[src/rtl/arith_op_ctrl.sv]
// arith_op_ctrl -- multi-cycle unsigned arithmetic controller.
//
// This block accepts one request when i_valid and o_ready are both high. It
// computes add, sub, mul, div, mod or pow on the 8-bit operands and then
// reports a zero-extended 32-bit result with a one-cycle o_done pulse.
//   i_clk, i_rst_n   clock; asynchronous active-low reset
//   i_valid/o_ready  request handshake (o_ready high only in IDLE)
//   i_op             0 add, 1 sub, 2 mul, 3 div, 4 mod, 5 pow, 6/7 illegal
//   i_a, i_b         unsigned operands
//   o_result, o_err  result and error flag, held until the next completion
//   o_done           one-cycle completion pulse
//   o_busy           high whenever the controller is not IDLE
//
// Optional macro ARITH_OP_POW_EN compiles in the pow datapath. When it is
// undefined, opcode 5 is treated as illegal.
module arith_op_ctrl (
    input  logic        i_clk,
    input  logic        i_rst_n,
    input  logic        i_valid,
    output logic        o_ready,
    input  logic [2:0]  i_op,
    input  logic [7:0]  i_a,
    input  logic [7:0]  i_b,
    output logic [31:0] o_result,
    output logic        o_done,
    output logic        o_err,
    output logic        o_busy
);

    localparam logic [2:0] OP_ADD = 3'd0;
    localparam logic [2:0] OP_SUB = 3'd1;
    localparam logic [2:0] OP_MUL = 3'd2;
    localparam logic [2:0] OP_DIV = 3'd3;
    localparam logic [2:0] OP_MOD = 3'd4;
`ifdef ARITH_OP_POW_EN
    localparam logic [2:0] OP_POW = 3'd5;
`endif

    typedef enum logic [1:0] {IDLE, CALC, DONE} state_t;

    state_t      state, state_nxt;
    logic        accept;
    logic        last;
    logic [2:0]  op_q;
    logic [7:0]  a_q, b_q;
    logic [7:0]  cnt_q, cnt_init;      // remaining CALC cycles minus one
    logic [7:0]  div_rem_q, div_quo_q;
    logic [8:0]  div_shift;
    logic        div_ge;
    logic [7:0]  div_rem_nxt, div_quo_nxt;
    logic [15:0] prod;
    logic [31:0] res_nxt;
    logic        err_nxt;
`ifdef ARITH_OP_POW_EN
    logic [31:0] pow_acc_q, pow_acc_nxt;
`endif

    assign last = (cnt_q == 8'd0);

    // State register
    always_ff @(posedge i_clk or negedge i_rst_n) begin
        if (!i_rst_n) state <= IDLE;
        else          state <= state_nxt;
    end

    // Next state and handshake outputs
    always_comb begin
        state_nxt = state;
        o_ready   = 1'b0;
        o_busy    = 1'b1;
        o_done    = 1'b0;
        accept    = 1'b0;
        case (state)
            IDLE: begin
                o_ready = 1'b1;
                o_busy  = 1'b0;
                if (i_valid) begin
                    accept    = 1'b1;
                    state_nxt = CALC;
                end
            end
            CALC: if (last) state_nxt = DONE;
            DONE: begin
                o_done    = 1'b1;
                state_nxt = IDLE;
            end
            default: state_nxt = IDLE;
        endcase
    end

    // Iteration count chosen at accept time. Divide-by-zero and
    // single-cycle ops finish on the first CALC edge.
    always_comb begin
        cnt_init = 8'd0;
        case (i_op)
            OP_DIV, OP_MOD: cnt_init = (i_b == 8'd0) ? 8'd0 : 8'd7;
`ifdef ARITH_OP_POW_EN
            OP_POW:         cnt_init = (i_b == 8'd0) ? 8'd0 : i_b - 8'd1;
`endif
            default:        cnt_init = 8'd0;
        endcase
    end

    // One restoring-division step per CALC cycle. The quotient register
    // starts as the dividend and shifts quotient bits in from the right.
    always_comb begin
        div_shift   = {div_rem_q, div_quo_q[7]};
        div_ge      = (div_shift >= {1'b0, b_q});
        div_rem_nxt = div_ge ? 8'(div_shift - {1'b0, b_q}) : div_shift[7:0];
        div_quo_nxt = {div_quo_q[6:0], div_ge};
        prod        = {8'd0, a_q} * {8'd0, b_q};
`ifdef ARITH_OP_POW_EN
        pow_acc_nxt = pow_acc_q * {24'd0, a_q};
`endif
    end

    // Final result, evaluated on the last CALC cycle
    always_comb begin
        res_nxt = 32'd0;
        err_nxt = 1'b0;
        case (op_q)
            OP_ADD: res_nxt = {23'd0, {1'b0, a_q} + {1'b0, b_q}};
            OP_SUB: res_nxt = {24'd0, a_q - b_q};
            OP_MUL: res_nxt = {16'd0, prod};
            OP_DIV: begin
                if (b_q == 8'd0) err_nxt = 1'b1;
                else             res_nxt = {24'd0, div_quo_nxt};
            end
            OP_MOD: begin
                if (b_q == 8'd0) err_nxt = 1'b1;
                else             res_nxt = {24'd0, div_rem_nxt};
            end
`ifdef ARITH_OP_POW_EN
            OP_POW: res_nxt = (b_q == 8'd0) ? 32'd1 : pow_acc_nxt;
`endif
            default: err_nxt = 1'b1;
        endcase
    end

    // Operand latch, iteration state and result register
    always_ff @(posedge i_clk or negedge i_rst_n) begin
        if (!i_rst_n) begin
            op_q      <= 3'd0;
            a_q       <= 8'd0;
            b_q       <= 8'd0;
            cnt_q     <= 8'd0;
            div_rem_q <= 8'd0;
            div_quo_q <= 8'd0;
`ifdef ARITH_OP_POW_EN
            pow_acc_q <= 32'd0;
`endif
            o_result  <= 32'd0;
            o_err     <= 1'b0;
        end else if (accept) begin
            op_q      <= i_op;
            a_q       <= i_a;
            b_q       <= i_b;
            cnt_q     <= cnt_init;
            div_rem_q <= 8'd0;
            div_quo_q <= i_a;
`ifdef ARITH_OP_POW_EN
            pow_acc_q <= 32'd1;
`endif
        end else if (state == CALC) begin
            div_rem_q <= div_rem_nxt;
            div_quo_q <= div_quo_nxt;
`ifdef ARITH_OP_POW_EN
            pow_acc_q <= pow_acc_nxt;
`endif
            if (last) begin
                o_result <= res_nxt;
                o_err    <= err_nxt;
            end else begin
                cnt_q <= cnt_q - 8'd1;
            end
        end
    end

endmodule

[config.mk]
export PLATFORM = sky130hd
export DESIGN_NAME = arith_op_ctrl
export DESIGN_NICKNAME = d
export VERILOG_FILES = /design/src/rtl/arith_op_ctrl.sv
export SDC_FILE = /design/constraint.sdc
export NUM_CORES = 1
export LEC_CHECK = 0
export CORE_MARGIN = 5
export CORE_UTILIZATION = 51
export DETAILED_ROUTE_END_ITERATION = 8
export MAX_ROUTING_LAYER = met4
export PLACE_DENSITY = 0.72
export SYNTH_ARGS = -nofsm -noshare
export SYNTH_HDL_FRONTEND = slang
export SYNTH_SLANG_ARGS = --single-unit
[constraint.sdc]
create_clock -name i_clk -period 6.1 [get_ports i_clk]
set_input_delay 1.22 -clock i_clk [delete_from_list [all_inputs] [get_ports i_clk]]
set_output_delay 1.22 -clock i_clk [all_outputs]
set_load 0.005 [all_outputs]
; Word-level counts from Yosys, hierarchy flattened
; Cells that the tools add are included.
[word_totals]
register_bits = 78
latchBits = 0
mem_bits_rw = 0
romBits = 0
output_inout_bits = 36
n_memories = 0
[op_classes]
add_sub_neg = 4
mul = 1
div = 0
order_cmp = 1
eq_ne = 11
shift = 0
muxes = 23
n_bitwise = 1
reduce_logical = 12
[ops]
columns = op, n
row1 = 2-to-1 mux 8 bit, 10
row2 = case mux 16 bit (5 select lines), 1
row3 = zero test 8 bit, 3
row4 = multiplier 8 x 8 -> 16 bit, 1
row5 = subtractor 8 bit, 2
row6 = adder 8 x 8 -> 9 bit, 1
row7 = "== test 3 x 2 -> 1 bit, second input constant", 3
row8 = greater-or-equal comparator 9 x 8 -> 1 bit, 1
row9 = "subtractor 8 x 1 -> 8 bit, second input constant", 1
row10 = "== test 3 bit, second input constant", 2
row11 = 2-to-1 mux 1 bit, 6
row12 = 2-to-1 mux 3 bit, 2
row13 = "inequality test 2 bit, second input constant", 3
row14 = 2-to-1 mux 2 bit, 2
row15 = case mux 2 bit (2 select lines), 1
row16 = AND reduction 2 bit, 2
row17 = OR reduction 2 bit, 2
row18 = "== test 3 x 1 -> 1 bit, second input constant", 1
row19 = zero test 3 bit, 1
row20 = AND reduction 3 bit, 1
row21 = OR reduction 3 bit, 1
row22 = "== test 2 x 1 -> 1 bit, second input constant", 1
row23 = "== test 2 bit, second input constant", 1
row24 = zero test 2 bit, 1
row25 = 3 further kinds, 3

; Logic depth before layout (Yosys ltp)
[depth]
ltp_word = 4
mapped_depth = 17
mapped_depth_nobuf = 17

; Least setup slack after synthesis
; OpenSTA, ideal clock, no wires.
[synth_timing]
kind = register -> register
start = register b_q[7]
end = register o_result[12]
arrival_ps = 4147
required_time_ps = 5979
path_slack_ps = 1832
stages_incl_launch_ff = 17
cell_sequence = dfrtp_1 > clkbuf_1 > nand2_1 > fa_1 > fa_1 > inv_1 > fa_1 > inv_1 > fa_1 > inv_1 > ha_1 > o21ai_0 > nand2b_1 > a31oi_1 > o21ai_0 > xor2_1 > a22o_1
[synth_via]
elab_chain_len = 2
[synth_lines]
columns = element, line
row1 = "start, declared", 45  ; logic [7:0] a_q, b_q;
row2 = "start signal, assigned", 157  ; b_q <= i_b;
row3 = multiplier 8 x 8 -> 16 bit, 111  ; prod = {8'd0, a_q} * {8'd0, b_q};
row4 = case mux 16 bit (5 select lines), 121  ; case (op_q)
row5 = "end signal, assigned", 171  ; o_result <= res_nxt;
row6 = "end, declared", 24  ; output logic [31:0] o_result,
; No other way between the ends.
; A chain may end at the register's enable or synchronous reset.

; Final worst setup path
[layout_timing]
start = register a_q[1]
end = register o_result[12]
[layout_via]
elab_chain_len = 2
[layout_lines]
columns = element, line
row1 = "start, declared", 45
row2 = "start signal, assigned", 156  ; a_q <= i_a;
row3 = multiplier 8 x 8 -> 16 bit, 111
row4 = case mux 16 bit (5 select lines), 121
; No other way between the ends.

==> flow_metrics.env <==
export IMPL_outcome="finished, final reports clean"
export IMPL_yosys_cell_types_count=65
export IMPL_min_from="o_result[11]"
export IMPL_postSynth_topFlopCell="dfrtp_1"
export IMPL_area_delta_synth_final_pct=12.0
export IMPL_tritoncts_num_sinks=62
export IMPL_layout_common_cells="inv_1, nand2_1, dfrtp_1"
export IMPL_worstSetupPathType="reg2reg"
export IMPL_grt_first_pass_wirelength_mm=27.7
export IMPL_drv_max_cap_violation_count=0
export IMPL_postSynthRegisterBits=62
export IMPL_vias=5356
export IMPL_grt_busiest_layer="met1"
export IMPL_critPathMaxFanout=12
export IMPL_maximum_single_stage_delay_on_the_critical_path_ns=0.61
export IMPL_port_buffers=41
export IMPL_clock_skew_ns=0.00746
export IMPL_pre_cts_slack_ns=1.51
export IMPL_routabilityCongestion=0.946
export IMPL_post_synth_inst_count=723
export IMPL_internal_power_mw=0.701
export IMPL_cts_repair_resized_insts=0
export IMPL_final_net_count=879
export IMPL_clock_tree_htree_level_count=3
export IMPL_groute_layer_met1_usage_pct=36.1
export IMPL_finalInstanceArea_mm2=0.00698
export IMPL_yosysTopAreaCellShare_pct=24.9
export IMPL_power_density_mw_per_mm2=132
export IMPL_antenna_found_initial=0
export IMPL_timing_final_crit_share_pct=76.1
export IMPL_drt_first_iter_violations=573
export IMPL_vias_per_cell=5.89
export IMPL_combinational_family_with_the_most_area_after_synthesis="adder cells"
export IMPL_power_dissipated_by_switching_net_loads_mw=0.222
export IMPL_dpl_cell_count=894
export IMPL_worstHoldPathType="reg2reg"
export IMPL_async_reset_ff_share_pct=100
export IMPL_detailedPlacementHpwl_mm=13.3
export IMPL_clk_path_buf_depth=2
export IMPL_site_row_count=40
export IMPL_switching_share_pct=24.1
export IMPL_final_setup_viol_count=0
export IMPL_cts_repair_timing_setup_buffer_count=0
export IMPL_mappedNetlistArea_mm2=0.00623
export IMPL_p_total_mw=0.923
export IMPL_grt_setup_unrepaired="no"
export IMPL_grtUsageTotal_pct=25.1
export IMPL_clock_fmax_ghz=0.216
export IMPL_seq_area_frac_synth_pct=24.9
export IMPL_worstSetupEndpointType="flop"
export IMPL_synth_area_mux_share_pct=2.43
export IMPL_insertion_delay_ns=0.34
export IMPL_core_area_mm2=0.0120
export IMPL_design_portCount=58
export IMPL_crit_path_start_kind="flop"
export IMPL_post_route_utilization_pct=58.1
export IMPL_crit_path_start="a_q[1]"
export IMPL_ys_top_cells_by_area="dfrtp_1, fa_1, ha_1, inv_1, nand2_1"
export IMPL_clk_pin_slew_ns=0.06
export IMPL_reg2reg_from="a_q[1]"
export IMPL_avgSynthCellArea_um2=8.62
export IMPL_synth_warnings=0
export IMPL_drive_gt1_share_pct=4.46
export IMPL_floorplan_initialDensity_pct=51.9
export IMPL_share_seq_of_total_power_pct=44.6
export IMPL_ant_nets=0
export IMPL_maximum_vdd_ir_drop_mv=0.145
export IMPL_timing_max_slew_rel_slack_pct=39.0
export IMPL_global_route_usage_met2_pct=35.3
export IMPL_timing_critical_path_required_ns=6.33
export IMPL_fin_hold_ws_ns=0.483
export IMPL_clock_tree_root_cell="clkbuf_16"
export IMPL_wl_per_cell_um=18.5
export IMPL_grt_overflow_total=0
export IMPL_setup_tns_final_ns=0
export IMPL_power_leakage_nw=3.31
export IMPL_finalHoldViolations=0
export IMPL_insertedDiodeCount=0
export IMPL_die_x_um=121
export IMPL_final_max_slew_violation_count=0
export IMPL_non_filler_instances=910
export IMPL_die_area_mm2=0.0145
export IMPL_placed_area_mm2=0.00671
export IMPL_synth_edff_count=0
export IMPL_postLayoutSetupSlackWorst_ns=1.46
export IMPL_dr_pass1_iters=5
export IMPL_synth_compound_area_share_pct=18.0
export IMPL_critical_path_top_cell_by_count="fa_1"
export IMPL_routed_wl_mm=16.8
export IMPL_cts_hold_repair_buffers=0
export IMPL_grt_start_max_net_pins=63
export IMPL_cts_buffers=9
export IMPL_post_synth_xor_area_fraction_pct=2.81
export IMPL_grt_pass1_vias=5334
export IMPL_drcViolationCount=0
export IMPL_finalCriticalPeriod_ns=4.64
export IMPL_comb_power_share_pct=3.1
export IMPL_m3_gr_usage_pct=4.58
export IMPL_endpoint_arrival_time_on_the_critical_path_ns=4.87
export IMPL_tritoncts="done"
export IMPL_die_y_um=121
export IMPL_critical_path_slowest_cell="dfrtp_1"
export IMPL_synth_largest_area_cell="dfrtp_1"
export IMPL_synth_adder_area_share_pct=24.6
export IMPL_slew_worst_pin_ns=0.909
export IMPL_timing_critical_path_cells="nand2_1 -> fa_1 -> fa_1 -> inv_1 -> fa_1 -> inv_1 -> fa_1 -> inv_1 -> ha_1 -> o21ai_0 -> nand2b_1 -> a31oi_1 -> o21ai_0 -> xor2_1 -> a22o_1"
export IMPL_clock_power_share_pct=52.4
export IMPL_synthSimpleGateAreaFrac_pct=18.8
export IMPL_most_common_cell_after_layout_fill_and_taps_aside="inv_1"
## per-layer routing
metal,wire length (µm),vias to the layer above
met2,7190,229
met1,7970,2553
li1,-,2546
met3,1210,28
met5,0,-
met4,436,0
## worst max-delay path, delay by kind of cell, from the launching register on
kind                       cells  cell delay (ns)
xor gates and xnor gates       1             0.16
and+or+nand+nor                2             0.22
DFF                            1             0.61
buffers and inverters          3             0.15
AOI/OAI and AO/OA              4             0.96
adders and majority gates      5             2.42
## power by group through the flow
stage	Clock, mW	Combinational [mW]	Sequential [mW]
floorplan	0	0.0106	0.419
global placement	0	0.0281	0.419
detailed placement	0	0.0286	0.419
CTS	0.490	0.0288	0.411
global route	0.513	0.0318	0.411
finish	0.484	0.0283	0.411
## final timing paths
| kind | end | slack (ns) | cells past startpoint |
|---|---|---|---|
| worst max register to register | o_result[12] | 1.46 | 15 |
| max in group asynchronous | b_q[2] | 4.51 | 2 |
| worst max-delay path | o_result[12] | 1.46 | 15 |
| min in group asynchronous | o_result[11] | 1.04 | 2 |
| worst min register to register | o_result[11] | 0.48 | 2 |
| worst min-delay path | o_result[11] | 0.48 | 2 |
## final cells by class
cell class	instances	area (µm²)
sequential	62	1550
inverter	88	330
clock buffer	10	229
multi-input combinational	553	4210
fill	1067	5030
clock inverter	6	45.0
timing repair buffer	44	428
tap	147	184
## kinds of logic after synthesis
family,after synthesis
AND/OR/NAND/NOR,237
AO/OA/AOI/OAI,167
buffers and inverters,123
adder cells (fa/ha/maj),99
flip-flops,62
XOR/XNOR,20
multiplexers,14
other,1
## cell usage after synthesis, drive strengths merged, types with 4 or more instances
library cell  number
o21ai             42
nand2             80
buf               18
clkbuf            17
or3                6
mux2i              5
nand3             16
inv               87
dfrtp             62
and2              47
a21oi             31
nor2b              4
a221oi             5
nor2              43
nand2b             8
ha                60
a221o              4
nor4               5
a22oi             10
a211oi             7
a21o               6
a22o               4
mux2               9
xnor2             11
fa                39
a31oi              7
o211ai            11
xor2               9
o31ai              6
a211o              4
nor3              14
## state kept, by name (all words and copies together) (netlist names), 2 cells and up
signal	cells
o_result	16
a_q	8
cnt_q	8
state	2
div_rem_q	8
op_q	3
b_q	8
div_quo_q	8
Power figures use the tool's default switching activity.
